`src/rtl/cache_perf_counters.sv`:
```
// Saturating hit / miss / writeback event counters for the cache controller.
// Only instantiated when CACHE_CTRL_PERF_EN is defined.
module cache_perf_counters #(
    parameter int PERF_CNT_W = 32
) (
    input  logic                  clk,
    input  logic                  rst_n,
    input  logic                  inc_hit,
    input  logic                  inc_miss,
    input  logic                  inc_wb,
    output logic [PERF_CNT_W-1:0] hit_count,
    output logic [PERF_CNT_W-1:0] miss_count,
    output logic [PERF_CNT_W-1:0] wb_count
);

    logic [2:0]            inc;
    logic [PERF_CNT_W-1:0] cnt_q [3];
    logic [PERF_CNT_W-1:0] cnt_d [3];

    assign inc = {inc_wb, inc_miss, inc_hit};

    genvar gi;
    generate
        for (gi = 0; gi < 3; gi++) begin : g_cnt
            // Hold at all-ones instead of wrapping back to zero.
            always_comb begin
                cnt_d[gi] = cnt_q[gi];
                if (inc[gi] && (cnt_q[gi] != {PERF_CNT_W{1'b1}}))
                    cnt_d[gi] = cnt_q[gi] + 1'b1;
            end

            always_ff @(posedge clk or negedge rst_n) begin
                if (!rst_n) cnt_q[gi] <= '0;
                else        cnt_q[gi] <= cnt_d[gi];
            end
        end
    endgenerate

    assign hit_count  = cnt_q[0];
    assign miss_count = cnt_q[1];
    assign wb_count   = cnt_q[2];

endmodule

```
`config.mk`:
```
export PLATFORM = sky130hd
export DESIGN_NAME = cache_perf_counters
export DESIGN_NICKNAME = d
export VERILOG_FILES = /design/src/rtl/cache_perf_counters.sv
export SDC_FILE = /design/constraint.sdc
export NUM_CORES = 1
export LEC_CHECK = 0
export ABC_CLOCK_PERIOD_IN_PS = 2800
export CAP_MARGIN = 20
export CORE_ASPECT_RATIO = 0.9
export CORE_MARGIN = 5
export CORE_UTILIZATION = 29
export CTS_BUF_LIST = sky130_fd_sc_hd__clkbuf_4
export DETAILED_ROUTE_END_ITERATION = 6
export GPL_ROUTABILITY_DRIVEN = 0
export PLACE_DENSITY_LB_ADDON = 0.2
export SLEW_MARGIN = 20
export SYNTH_ARGS = -nofsm -noshare
export SYNTH_HDL_FRONTEND = slang
export SYNTH_SLANG_ARGS = --single-unit
```
`constraint.sdc`:
```
create_clock -name clk -period 2.8 [get_ports clk]
set_input_delay 0.56 -clock clk [delete_from_list [all_inputs] [get_ports clk]]
set_output_delay 0.56 -clock clk [all_outputs]
set_load 0.02 [all_outputs]
```
# Word-level counts from Yosys, hierarchy flattened
# Index checks and enable logic that the tools add are counted.
[word_totals] ff_bits=96 word_cells=12
[op_classes] n_addsub=3 eq_ne=3 reduce_logical=3
[ops] cell="$add A32 B1 Y32 const B" n=3
[ops] cell="$ne A32 B32 Y1 const B" n=3
[ops] cell="$logic_and A1 B1 Y1" n=3

# Depth between registers and ports, before layout
[logic_depth] word_depth=2 mapped_depth=8 mapped_depth_nobuf=6

# Worst setup path after synthesis
# OpenSTA, ideal clock, no wires.
[synth_timing] kind="reg-to-reg" start="reg cnt_q (netlist bit miss_count[25])" end="reg cnt_q (netlist bit miss_count[1])" setup_ns=0.125 arrival_time_ns=2.088 required_time_ns=2.675 slack_ns=0.587 stages_incl_launch_ff=7 n_path_buf=1 period_less_slack_ns=2.213 cell_sequence="dfrtp_1 > nand4_2 > or4b_4 > or3b_1 > buf_6 > nand2_4 > mux2_4"
[synth_via] elab_chain_cells=2
[synth_rtl] item="start, declared" line_no="17" source="logic [PERF_CNT_W-1:0] cnt_q [3];"
[synth_rtl] item="start signal, assigned by index" line_no="34" source="else cnt_q[gi] <= cnt_d[gi];"
[synth_rtl] item="$ne A32 B32 Y1" line_no="28" source="if (inc[gi] && (cnt_q[gi] != {PERF_CNT_W{1'b1}}))"
[synth_rtl] item="$logic_and A1 B1 Y1" line_no="28"
# Every way passes these cells.
# A chain may end at the register's enable or synchronous reset.

# Worst setup path after layout
[layout_timing] start="reg cnt_q (netlist bit miss_count[6])" end="reg cnt_q (netlist bit miss_count[1])"
# The elaborated chain is that of the path after synthesis.

==> flow_summary.yaml <==
floorplan:
  placementRows: 43
  die-area_um2: 18500
  initial_utilization: 0.297
  die_x_extent_um: 143
  floorplan.io_pins: 101
  total_core_area_um2: 15500
  floorplan.die.height_um: 130
clock_tree:
  clock_transition_at_the_register_clock_pins_on_the_worst_setup_and_hold_paths_after_cts_ns: 0.14
  clock_tree_root_buffer_cell: "sky130_fd_sc_hd__clkbuf_4"
  worst_skew_pair.late_latency_ns: 0.45
  buffer_count_from_post_cts_setup_fixing: 0
  tritoncts: "yes"
  cts.path.max_buffers: 2
  resized_gates_after_cts: 0
  cts_buffers: 9
  htreeDepth: 3
  clock_sinks: 96
  cts-hold-fix-buffers: 0
placement:
  port-buffer-count: 100
  place_worst_setup_slack_ns: 0.263
  detailedPlacementHpwl_mm: 8.69
  count_of_placed_standard_cells_including_taps: 737
global_route:
  grt_util_all_layers: 0.133
  initial_antenna_violation_count: 0
  grt_start_max_net_pins: 43
  wire_length_of_the_first_global_routing_pass_mm: 19.6
  grt_pass1_vias: 3627
  gr-total-overflow: 0
timing:
  worst_hold_slack_ns: 0.0694
  final_hold_viol_count: 0
  max_freq_mhz: 428
  worst_slew_margin_rel: 0.548
  fin_worst_skew_ns: 0.00728
  grt_setup_unrepaired: "no"
  period_share: 0.835
  setup_slack_ns: 0.462
  final-setup-viol-count: 0
  timing_worst_slew_pin_value_ns: 0.674
  finalWorstPathRequiredPeriod_ns: 2.34
  final_slew_violations: 0
  fin_tns_setup_ns: 0
logic_synthesis:
  yosys_warnings: 0
  synth_simple_gate_area_share: 0.263
  yosys.area.top_type_share: 0.520
  synth.largest_area_cell: "sky130_fd_sc_hd__dfrtp_1"
  synth.top_cells.by_area: "sky130_fd_sc_hd__dfrtp_1 52%, sky130_fd_sc_hd__xnor2_1 11%, sky130_fd_sc_hd__nand4_1 6.9%"
  seq_area_frac_synth: 0.520
  synth_adder_area_share: 0.00813
  synthesis.area_um2: 4620
  postSynthCellCount: 437
  ys_seq_elements: 96
  post_synth_xor_area_fraction: 0.165
  syn_area_per_cell_um2: 10.6
  syn_nets: 445
  synth_cell_type_count: 40
  compound_cell_area_share_of_the_yosys_netlist: 0.0184
  synth_top_family_by_area: "simple AND/OR/NAND/NOR gates"
  post_synth_mux_area_share: 0.0106
critical_path:
  critical_path_arrival_ns: 2.69
  critPathCaptureType: "flop"
  critical_path_start_type: "flop"
  worstPathMaxFanout: 8
  worstPathRequired_ns: 3.15
  criticalPathCategory: "flop to flop"
pwr:
  p_int_mw: 2.30
  power_frac_clock: 0.245
  power_switching_mw: 1.10
  power.density_nw_per_um2: 565
  seq_power_share: 0.514
  comb_power_share: 0.241
  power.leakage_nw: 2.50
  vdd_ir_drop_max_mv: 0.394
  netSwitchingFraction: 0.323
final_layout:
  num-nets-final: 554
  post-route-util: 0.388
  area_growth_pct: 30.5
  final_layout_size_suffix_gt1_frac: 0.0618
  final_cell_count_no_fill: 752
  antennaDiodeCount: 0
detailed_routing:
  ant_nets: 0
  drt_wl_total_mm: 11.9
  detailedRoute.firstIterationViolations: 149
  via_count: 3744
  route.detailed.drc: 0
  drt_pass1_iterations: 4
  routed_wl_per_cell_um: 15.8
  viasPerCell: 4.98
min_path:
  hold_path_class: "primary input to asynchronous set/reset pin"
outcome:
  status: "completed"
job:
  cap_viol_max_count: 0
state kept, by name, indices dropped and copies added (netlist names):
signal	cells
miss_count	32
wb_count	32
hit_count	32
power groups by stage:
stage / Sequential, mW / Combinational (mW) / Clock (mW)
after floorplan: 1.88 / 0.285 / 0
after global placement: 1.77 / 0.820 / 0
after detailed placement: 1.78 / 0.832 / 0
after CTS: 1.75 / 0.832 / 0.880
after global routing: 1.79 / 0.890 / 0.936
final: 1.75 / 0.819 / 0.835
cell usage in the layout (no fill, tap or decap), drive strengths merged, types with 4 or more instances in the layout:
master / synthesis / layout
clkdlybuf4s50: 0 / 99
clkbuf: 5 / 11
xor2: 31 / 31
and4: 11 / 11
dfrtp: 96 / 96
mux2: 4 / 4
nand4: 52 / 52
nor4: 11 / 11
xnor2: 56 / 56
nand3: 35 / 35
and3: 13 / 13
buf: 4 / 8
nor2: 29 / 29
nor3: 17 / 17
o21ai: 7 / 7
inv: 5 / 5
nand2: 36 / 36
synth_stat cells (all sizes together):
cell,number
nor4,11
o31a,1
nand2,36
nand3b,1
o21ai,7
o21a,1
o2111ai,1
nor3b,2
o211ai,1
nor2,29
ha,3
clkbuf,5
nand4b,1
or4,1
mux2,4
buf,4
or3b,1
dfrtp,96
nand4,52
and4,11
and3,13
xor2,31
a31oi,1
nand3,35
and2,3
a21oi,2
xnor2,56
inv,5
or3,3
or4b,1
nor3,17
nor4b,2
logic make-up (layout without fill, tap and decap cells):
group | count (synthesis) | in the layout
adder cells (fa/ha/maj) | 3 | 3
AO/OA/AOI/OAI | 14 | 14
XOR/XNOR | 87 | 87
multiplexers | 4 | 4
AND/OR/NAND/NOR | 219 | 219
buffers and inverters | 14 | 127
flip-flops | 96 | 96
worst paths after layout:
path | end | from | cells after the start | slack (ns)
min in group clk | wb_count[30] | wb_count[30] | 1 | 0.50
max in group asynchronous | wb_count[12] | rst_n | 2 | 2.00
hold reg to reg | wb_count[30] | wb_count[30] | 1 | 0.50
setup / recovery | miss_count[1] | miss_count[6] | 5 | 0.46
setup reg to reg | miss_count[1] | miss_count[6] | 5 | 0.46
hold / removal | hit_count[21] | rst_n | 1 | 0.07
layer usage:
layer  part of all wire  track usage  vias up
li1                   -            -     1806
met1               0.49        0.187     1830
met2               0.44        0.198       94
met3              0.053       0.0341       14
met4              0.020       0.0464        0
met5                  0            0        -
worst max-delay path, cell delays in order (launching register included):
cell and delay, ns:
sky130_fd_sc_hd__dfrtp_1 0.49, sky130_fd_sc_hd__nand4_1 0.22, sky130_fd_sc_hd__or4b_4 0.55, sky130_fd_sc_hd__or3b_1 0.53, sky130_fd_sc_hd__nand2_4 0.14, sky130_fd_sc_hd__mux2_4 0.30
per-stage QoR:
stage / area (µm²) / power (mW)
2_1_floorplan: 4620 / 2.17
3_3_place_gp: 5870 / 2.59
3_5_place_dp: 5870 / 2.61
4_1_cts: 6030 / 3.47
5_1_grt: 6030 / 3.61
6_report: 6030 / 3.40
final cells by class:
class	count	area, µm²
flip-flops and latches	96	2400
clock buffers	11	82.6
multi-input cells	327	2150
repair buffers	107	1050
clock inverters	4	70.1
well taps	202	253
inverters	5	18.8
fillers	1540	9520
Power figures use the tool's default switching activity.
